===== src/rtl/alu_share_sched.sv =====
// alu_share_sched: round-robin sharing of one ALU between two requesters,
// with a fixed-latency result wait and a separate flag context per requester.
`default_nettype none

module alu_share_sched #(
  parameter int ALU_LAT = 1,
  parameter int DW      = 16
) (
  input  logic          clk,
  input  logic          rst,
  input  logic          req0_valid,
  output logic          req0_ready,
  input  logic [DW-1:0] req0_a,
  input  logic [DW-1:0] req0_b,
  input  logic [2:0]    req0_op,
  input  logic [3:0]    req0_imm,
  input  logic          req1_valid,
  output logic          req1_ready,
  input  logic [DW-1:0] req1_a,
  input  logic [DW-1:0] req1_b,
  input  logic [2:0]    req1_op,
  input  logic [3:0]    req1_imm,
  output logic [DW-1:0] alu_A,
  output logic [DW-1:0] alu_B,
  output logic [2:0]    alu_op,
  output logic [3:0]    alu_imm,
  output logic [2:0]    alu_lastFlag,
  input  logic [DW-1:0] alu_out,
  input  logic [2:0]    alu_flag,
  output logic          rsp_valid,
  input  logic          rsp_ready,
  output logic          rsp_id,
  output logic [DW-1:0] rsp_data,
  output logic [2:0]    rsp_flag,
  output logic [2:0]    flag0,
  output logic [2:0]    flag1,
  output logic          busy
);

  localparam logic [1:0] S_IDLE = 2'd0;
  localparam logic [1:0] S_EXEC = 2'd1;
  localparam logic [1:0] S_RESP = 2'd2;
  localparam logic [2:0] LAT    = 3'(ALU_LAT);

  logic [1:0] state;
  logic [2:0] cnt;
  logic       last_grant;
  logic       cur_id;
  logic       any_valid;
  logic       grant_id;
  logic       accept;

  // On a tie the requester that did not own the last completed op wins.
  always_comb begin
    any_valid = req0_valid | req1_valid;
    grant_id  = (req0_valid & req1_valid) ? ~last_grant : req1_valid;
    accept    = (state == S_IDLE) & any_valid & ~rst;
  end

  assign req0_ready = accept & ~grant_id;
  assign req1_ready = accept & grant_id;
  assign rsp_valid  = (state == S_RESP);
  assign rsp_id     = cur_id;
  assign busy       = (state != S_IDLE);

  always_ff @(posedge clk or posedge rst) begin
    if (rst) begin
      state        <= S_IDLE;
      cnt          <= 3'd0;
      last_grant   <= 1'b1;
      cur_id       <= 1'b0;
      alu_A        <= '0;
      alu_B        <= '0;
      alu_op       <= 3'd0;
      alu_imm      <= 4'd0;
      alu_lastFlag <= 3'd0;
      rsp_data     <= '0;
      rsp_flag     <= 3'd0;
      flag0        <= 3'd0;
      flag1        <= 3'd0;
    end else begin
      case (state)
        S_IDLE: begin
          if (any_valid) begin
            alu_A        <= grant_id ? req1_a   : req0_a;
            alu_B        <= grant_id ? req1_b   : req0_b;
            alu_op       <= grant_id ? req1_op  : req0_op;
            alu_imm      <= grant_id ? req1_imm : req0_imm;
            alu_lastFlag <= grant_id ? flag1    : flag0;
            cur_id       <= grant_id;
            cnt          <= 3'd0;
            state        <= S_EXEC;
          end
        end
        S_EXEC: begin
          cnt <= cnt + 3'd1;
          if (cnt == LAT) begin
            rsp_data <= alu_out;
            rsp_flag <= alu_flag;
            state    <= S_RESP;
          end
        end
        S_RESP: begin
          if (rsp_ready) begin
            if (cur_id) flag1 <= rsp_flag;
            else        flag0 <= rsp_flag;
            last_grant <= cur_id;
            state      <= S_IDLE;
          end
        end
        default: state <= S_IDLE;
      endcase
    end
  end

endmodule

`default_nettype wire

===== config.mk =====
export PLATFORM = sky130hd
export DESIGN_NAME = alu_share_sched
export DESIGN_NICKNAME = d
export VERILOG_FILES = /design/src/rtl/alu_share_sched.sv
export SDC_FILE = /design/constraint.sdc
export NUM_CORES = 1
export LEC_CHECK = 0
export CORE_MARGIN = 2
export CORE_UTILIZATION = 36
export DETAILED_ROUTE_END_ITERATION = 16
export MAX_ROUTING_LAYER = met4
export PLACE_DENSITY_LB_ADDON = 0.3
export SYNTH_ARGS = -nofsm -noshare
export SYNTH_HDL_FRONTEND = slang
export SYNTH_SLANG_ARGS = --single-unit
export TNS_END_PERCENT = 1

===== constraint.sdc =====
create_clock -name clk -period 2.2 [get_ports clk]
set_input_delay 0.33 -clock clk [delete_from_list [all_inputs] [get_ports clk]]
set_output_delay 0.33 -clock clk [all_outputs]
set_load 0.05 [all_outputs]

==> results of run 1 <==
[per-layer routing]
layer / vias to the layer above / GRT usage, % / share of wire [%]
met5: - / - / 0
met2: 117 / 31.0 / 47
met4: 0 / 7.59 / 1.4
li1: 1432 / - / -
met3: 12 / 5.04 / 6.5
met1: 1483 / 26.9 / 45
[final cells by class]
cell class | instances | share of cell area [%]
clock buffer | 11 | 2.57
clock inverter | 5 | 1.14
inverter | 4 | 0.295
multi-input combinational | 180 | 25.7
sequential | 74 | 33.6
tap | 111 | 2.52
timing repair buffer | 186 | 34.1
[final timing paths]
kind	startpoint	endpoint	slack, ns
hold reg to reg	rsp_data[4]	rsp_data[4]	0.49
min in group clk	rsp_data[4]	rsp_data[4]	0.49
setup / recovery	state[0]	req0_ready	0.14
max in group asynchronous	rst	rsp_data[9]	1.20
hold / removal	rst	alu_lastFlag[2]	0.40
setup reg to reg	state[1]	flag0[0]	0.49
[stage by stage]
| stage | instance area, µm² | std cells |
|---|---|---|
| global route | 5510 | 571 |
| CTS | 5510 | 571 |
| floorplan | 3410 | 287 |
| global placement | 5310 | 555 |
| finish | 5510 | 571 |
| detailed placement | 5310 | 555 |
[power by group through the flow]
stage          Combinational (W)  Clock [W]  Sequential (W)
5_1_grt                  0.00591    0.00118         0.00259
4_1_cts                  0.00568    0.00113         0.00251
2_1_floorplan            0.00156          0         0.00462
6_report                 0.00563    0.00110         0.00250
3_3_place_gp             0.00558          0         0.00249
3_5_place_dp             0.00566          0         0.00252
[worst max-delay path, delay by kind of cell (launching register included)]
| kind | cells | cell delay, ns |
|---|---|---|
| and+or+nand+nor | 2 | 0.46 |
| AOI/OAI and AO/OA | 1 | 0.21 |
| buffers and inverters | 1 | 0.23 |
| DFF | 1 | 0.49 |
[logic make-up after synthesis]
kind of cell,count (synthesis),share of synthesized area (%)
buffers and inverters,33,4.37
xor gates and xnor gates,1,0.257
and+or+nand+nor,58,8.20
adders and majority gates,2,0.735
DFF,74,54.4
muxes,25,8.27
AOI/OAI and AO/OA,94,23.7
[state kept, by name, indices dropped and copies added (netlist names)]
| register | count |
|---|---|
| alu_B | 16 |
| cnt | 3 |
| flag0 | 3 |
| state | 2 |
| last_grant | 1 |
| rsp_id | 1 |
| alu_lastFlag | 3 |
| alu_A | 16 |
| alu_imm | 4 |
| alu_op | 3 |
| rsp_flag | 3 |
| rsp_data | 16 |
| flag1 | 3 |
[cells in the final DEF, fill, tap and decap left out, types with 3 or more instances in the layout]
cell	n
sky130_fd_sc_hd__nand2_1	44
sky130_fd_sc_hd__inv_1	3
sky130_fd_sc_hd__dfrtp_1	73
sky130_fd_sc_hd__clkbuf_8	10
sky130_fd_sc_hd__a2bb2oi_1	42
sky130_fd_sc_hd__nor2_1	3
sky130_fd_sc_hd__mux2_1	25
sky130_fd_sc_hd__buf_12	5
sky130_fd_sc_hd__clkdlybuf4s50_1	169
sky130_fd_sc_hd__a2111oi_0	42
sky130_fd_sc_hd__buf_4	12
==> results_dict.tcl, run 1 <==
set metrics [dict create \
    run_status "finished clean" \
    footprint_of_the_multi_input_gates_um2 1420 \
    syn-num-nets 391 \
    grt_usage_pct 20.5 \
    relSlewSlack_pct 63.3 \
    worst_ir_drop_vdd_v 0.00115 \
    dpl.hpwl_um 7200 \
    max_freq_ghz 0.485 \
    max_cap_violations 0 \
    total_number_of_placement_rows 35 \
    totalWireLength_um 10100 \
    layout-drive-gt1-share_pct 9.35 \
    wl_per_cell_um 17.6 \
    grt_setup_unrepaired "no" \
    synth_largest_area_cell "sky130_fd_sc_hd__dfrtp_1" \
    gp_congestion 0.769 \
    clk_path_buf_depth 2 \
    switching_share_pct 48.6 \
    design_power_total_w 0.00922 \
    number_of_max_slew_violations_in_the_final_report 0 \
    switching_component_of_the_power_w 0.00448 \
    clock_tree.root_cell "sky130_fd_sc_hd__clkbuf_8" \
    final-setup-viol-count 0 \
    clk_pin_slew_ns 0.09 \
    route.antenna.remaining_nets 0 \
    setup.worst_path.class "reg2out" \
    start_kind "flip-flop" \
    syn2layout_area_growth_pct 61.9 \
    worstRegToRegCells 4 \
    critical_path_required_ns 1.87 \
    grt_first_pass_wirelength_um 16000 \
    cp_data_arrival_time_ns 1.73 \
    dp_slack_ns 0.206 \
    tritoncts_clock_tree "yes" \
    clock-sinks 74 \
    chipHeight_um 101 \
    most_numerous_cell_in_the_yosys_netlist "sky130_fd_sc_hd__dfrtp_1" \
    synthesis.area_um2 3400 \
    synth.ff_latch_count 74 \
    finalCritPeriodShare_pct 93.7 \
    synth-edff-count 0 \
    postSynth.topFlopCell "sky130_fd_sc_hd__dfrtp_1" \
    pin_count_of_the_biggest_net_entering_global_routing 44 \
    route.vias.total 3044 \
    worstPathMaxFanout 6 \
    yosysUniqueCellTypes 31 \
    post_drt_via_cell_ratio 5.33 \
    cts.htree.levels 3 \
    antenna_cells_inserted 0 \
    final_core_util_pct 59.9 \
    post_cts_resized 0 \
    initial_utilization_pct 37.0 \
    route.detailed.drc 0 \
    holdWs_ns 0.397 \
    drt_iter0_drc 126 \
    max_slew.worst_pin.slew_ns 0.549 \
    layout_filler_cell_count 781 \
    iteration_count_of_the_initial_detailed_routing_pass 6 \
    share_of_power_burned_in_combinational_logic_pct 61.0 \
    slowest_stage "sky130_fd_sc_hd__dfrtp_1" \
    p_int_w 0.00474 \
    chipWidth_um 101 \
    final_nets 559 \
    design.core.area_um2 9200 \
    synth_top_area_share_pct 53.7 \
    io_buffer_count 173 \
    hold_viol 0 \
    ys_async_sr_fraction_pct 100 \
    ff_latch_area_um2 1850 \
    worstSkewPairLatency_ns 0.34 \
    hold_buffer_count_at_cts 0 \
    power.leakage_nw 2.22 \
    synth_sequential_area_ratio_pct 54.4 \
    totalNegativeSetupSlack_ns 0 \
    yosys-top-cells-count "sky130_fd_sc_hd__dfrtp_1 (73), sky130_fd_sc_hd__nand2_1 (44), sky130_fd_sc_hd__a2111oi_0 (42), sky130_fd_sc_hd__a2bb2oi_1 (42), sky130_fd_sc_hd__mux2_1 (25)" \
    pwr-share-clk_pct 11.9 \
    setup_ws_post_layout_ns 0.139 \
    timing.critical_path.cells "nor2_1 -> o21ai_1 -> nor3_1 -> buf_4" \
    fin_worst_skew_ns 0.0105 \
    post_synth_inst_count 287 \
    timing.critical_path.slowest_cell_delay_ns 0.49 \
    timing.critical_path.to_type "primary output" \
    seq_power_share_pct 27.1 \
    vias_in_the_first_global_route 3184 \
    ioPinCount 174 \
    final.min_clock_period_ns 2.06 \
    antenna_found_initial 0 \
    globalRoute.totalOverflow 0 \
    postCtsSetupBuffers 0 \
    post_synth.cell_area_avg_um2 11.9 \
    power.density_cell_area_nw_per_um2 1670 \
    yosysWarnings 0 \
    hold_class "in2async" \
    cells_taking_the_most_area_after_synthesis "sky130_fd_sc_hd__dfrtp_1 (54%), sky130_fd_sc_hd__a2111oi_0 (11%), sky130_fd_sc_hd__a2bb2oi_1 (11%)" \
    dieArea_um2 10300 \
    numCtsBuffers 9 \
]
(Power assumes the default switching activity.)
==> run 2, diff against run 1 <==
Settings changed: CORE_UTILIZATION 36 to 40, PLACE_DENSITY set to 0.81, PLACE_DENSITY_LB_ADDON 0.3 to unset.
Clock period 2.2 ns to 1.9 ns, I/O delays scaled along.
==> run 2 against run 1 <==
  * Hold slack gained 0.071 ns
  * Combinational power grew 18%
  * Final cell count shrank 0.18%
  * Sequential cell count is the same
  * Register-to-register slack lost 0.41 ns
  * First-iteration DRC count shrank 12%
  * Clock skew shrank 0.0042 ns
  * Critical path type is now in2out
  * Highest routed layer unchanged
==> results_dict.tcl, run 2 (synthesis results as in run 1) <==
set metrics [dict create \
    run_status "finished clean" \
    pwr-share-clk_pct 11.5 \
    route.antenna.remaining_nets 0 \
    crit_end "req0_ready" \
    post_drt_via_cell_ratio 5.68 \
    clock_tree.root_cell "sky130_fd_sc_hd__clkbuf_8" \
    dieArea_um2 9270 \
    number_of_max_slew_violations_in_the_final_report 0 \
    hold_buffer_count_at_cts 0 \
    syn2layout_area_growth_pct 63.8 \
    timing.critical_path.to_type "primary output" \
    worst_ir_drop_vdd_v 0.00103 \
    final-setup-viol-count 0 \
    power.leakage_nw 2.28 \
    clock-sinks 74 \
    totalNegativeSetupSlack_ns 0 \
    worstSkewPairLatency_ns 0.34 \
    chipWidth_um 96.3 \
    grt_setup_unrepaired "yes" \
    relSlewSlack_pct 62.5 \
    globalRoute.totalOverflow 0 \
    most-common-layout-cells "sky130_fd_sc_hd__clkdlybuf4s50_1 (163), sky130_fd_sc_hd__dfrtp_1 (73), sky130_fd_sc_hd__nand2_1 (44)" \
    grt_usage_pct 23.2 \
    postCtsSetupBuffers 0 \
    max_freq_ghz 0.538 \
    cp-startpoint "req0_valid" \
    power.density_cell_area_nw_per_um2 1940 \
    wl_per_cell_um 18.5 \
    clk_path_buf_depth 2 \
    totalWireLength_um 10600 \
    cp_data_arrival_time_ns 1.58 \
    r2r_slack_ns 0.08 \
    switching_share_pct 48.8 \
    p_int_w 0.00553 \
    hold_class "in2async" \
    max_slew.worst_pin.slew_ns 0.548 \
    final_core_util_pct 67.9 \
    holdWs_ns 0.468 \
    start_kind "input port" \
    grt_first_pass_wirelength_um 16000 \
    r2r_start "last_grant" \
    share_of_power_burned_in_combinational_logic_pct 61.6 \
    cts.htree.levels 3 \
    drt_iter0_drc 111 \
    vias_in_the_first_global_route 3219 \
    hold_viol 0 \
    critical_path_required_ns 1.62 \
    iteration_count_of_the_initial_detailed_routing_pass 5 \
    worstPathMaxFanout 21 \
    clk_pin_slew_ns 0.08 \
    worstRegToRegCells 4 \
    chipHeight_um 96.3 \
    tritoncts_clock_tree "yes" \
    numCtsBuffers 9 \
    fin_worst_skew_ns 0.00632 \
    max_cap_violations 0 \
    ioPinCount 174 \
    route.vias.total 3237 \
    setup.worst_path.class "in2out" \
    pin_count_of_the_biggest_net_entering_global_routing 45 \
    final_nets 564 \
    finalCritPeriodShare_pct 97.9 \
    switching_component_of_the_power_w 0.00527 \
    layout-drive-gt1-share_pct 11.8 \
    top_regs "alu_A (16), alu_B (16), rsp_data (16)" \
    layout.cells.most_common "sky130_fd_sc_hd__clkdlybuf4s50_1" \
    route.detailed.drc 0 \
    design.core.area_um2 8220 \
    seq_power_share_pct 27.0 \
    gp_congestion 0.829 \
    dpl.hpwl_um 7650 \
    antenna_found_initial 0 \
    final.min_clock_period_ns 1.86 \
    antenna_cells_inserted 0 \
    initial_utilization_pct 41.4 \
    crit-reg2reg-capture "alu_A[14]" \
    total_number_of_placement_rows 33 \
    io_buffer_count 173 \
]
run 2: cell types whose count changed in the layout (fill, tap and decap cells not counted), moves of 2 or more:
cell	before	now
sky130_fd_sc_hd__buf_4	12	18
sky130_fd_sc_hd__clkdlybuf4s50_1	169	163
sky130_fd_sc_hd__a2111oi_0	42	40
sky130_fd_sc_hd__a2111oi_1	0	2
sky130_fd_sc_hd__buf_12	5	7
sky130_fd_sc_hd__dlymetal6s2s_1	0	2
run 2: worst max-delay path: stages:
cell and delay, ns:
sky130_fd_sc_hd__clkdlybuf4s50_1 0.51, sky130_fd_sc_hd__a21boi_4 0.51, sky130_fd_sc_hd__nor3_4 0.09, sky130_fd_sc_hd__buf_6 0.17
run 2: power by group through the flow:
stage                     Combinational [W]  Clock [W]  Sequential [W]
after detailed placement            0.00664          0         0.00291
after floorplan                     0.00181          0         0.00534
final                               0.00665    0.00124         0.00291
after global placement              0.00653          0         0.00289
after CTS                           0.00666    0.00126         0.00290
after global routing                0.00696    0.00134         0.00300
run 2: worst min-delay path by stage:
| stage | end | slack [ns] | cells past startpoint |
|---|---|---|---|
| finish | cnt[1] | 0.47 | 3 |
| detailed placement | rsp_data[11] | 0.48 | 1 |
| global route | alu_A[8] | 0.49 | 3 |
| floorplan | alu_B[3] | 0.41 | 2 |
| CTS | rsp_data[10] | 0.48 | 3 |
| global placement | rsp_data[13] | 0.47 | 1 |
run 2: repair_timing:
item,4_1_cts,5_1_grt
gates resized for setup,4,5
gates cloned,0,0
setup endpoints to repair,1,5
run 2: per-stage QoR:
step	area, µm²	total power (W)	cells	setup slack (ns)
3_5_place_dp	5350	0.00955	555	-0.121
5_1_grt	5580	0.0113	570	-0.0164
3_3_place_gp	5350	0.00942	555	-0.0233
6_report	5580	0.0108	570	0.0396
4_1_cts	5570	0.0108	570	0.0170
2_1_floorplan	3410	0.00715	287	-0.265
run 2: final cells by class:
| class | count | area [µm²] |
|---|---|---|
| Fill cell | 636 | 2640 |
| Timing Repair Buffer | 191 | 1940 |
| Sequential cell | 74 | 1850 |
| Multi-Input combinational cell | 180 | 1430 |
| Tap cell | 105 | 131 |
| Clock buffer | 9 | 124 |
| Clock inverter | 7 | 77.6 |
| Inverter | 4 | 15.0 |
run 2: per-layer routing:
| metal | global-route usage, % | part of all wire (%) | vias to the layer above |
|---|---|---|---|
| met3 | 4.62 | 7.0 | 33 |
| met4 | 10.1 | 3.4 | 0 |
| li1 | - | - | 1455 |
| met5 | - | 0 | - |
| met2 | 36.1 | 49 | 169 |
| met1 | 29.6 | 41 | 1580 |
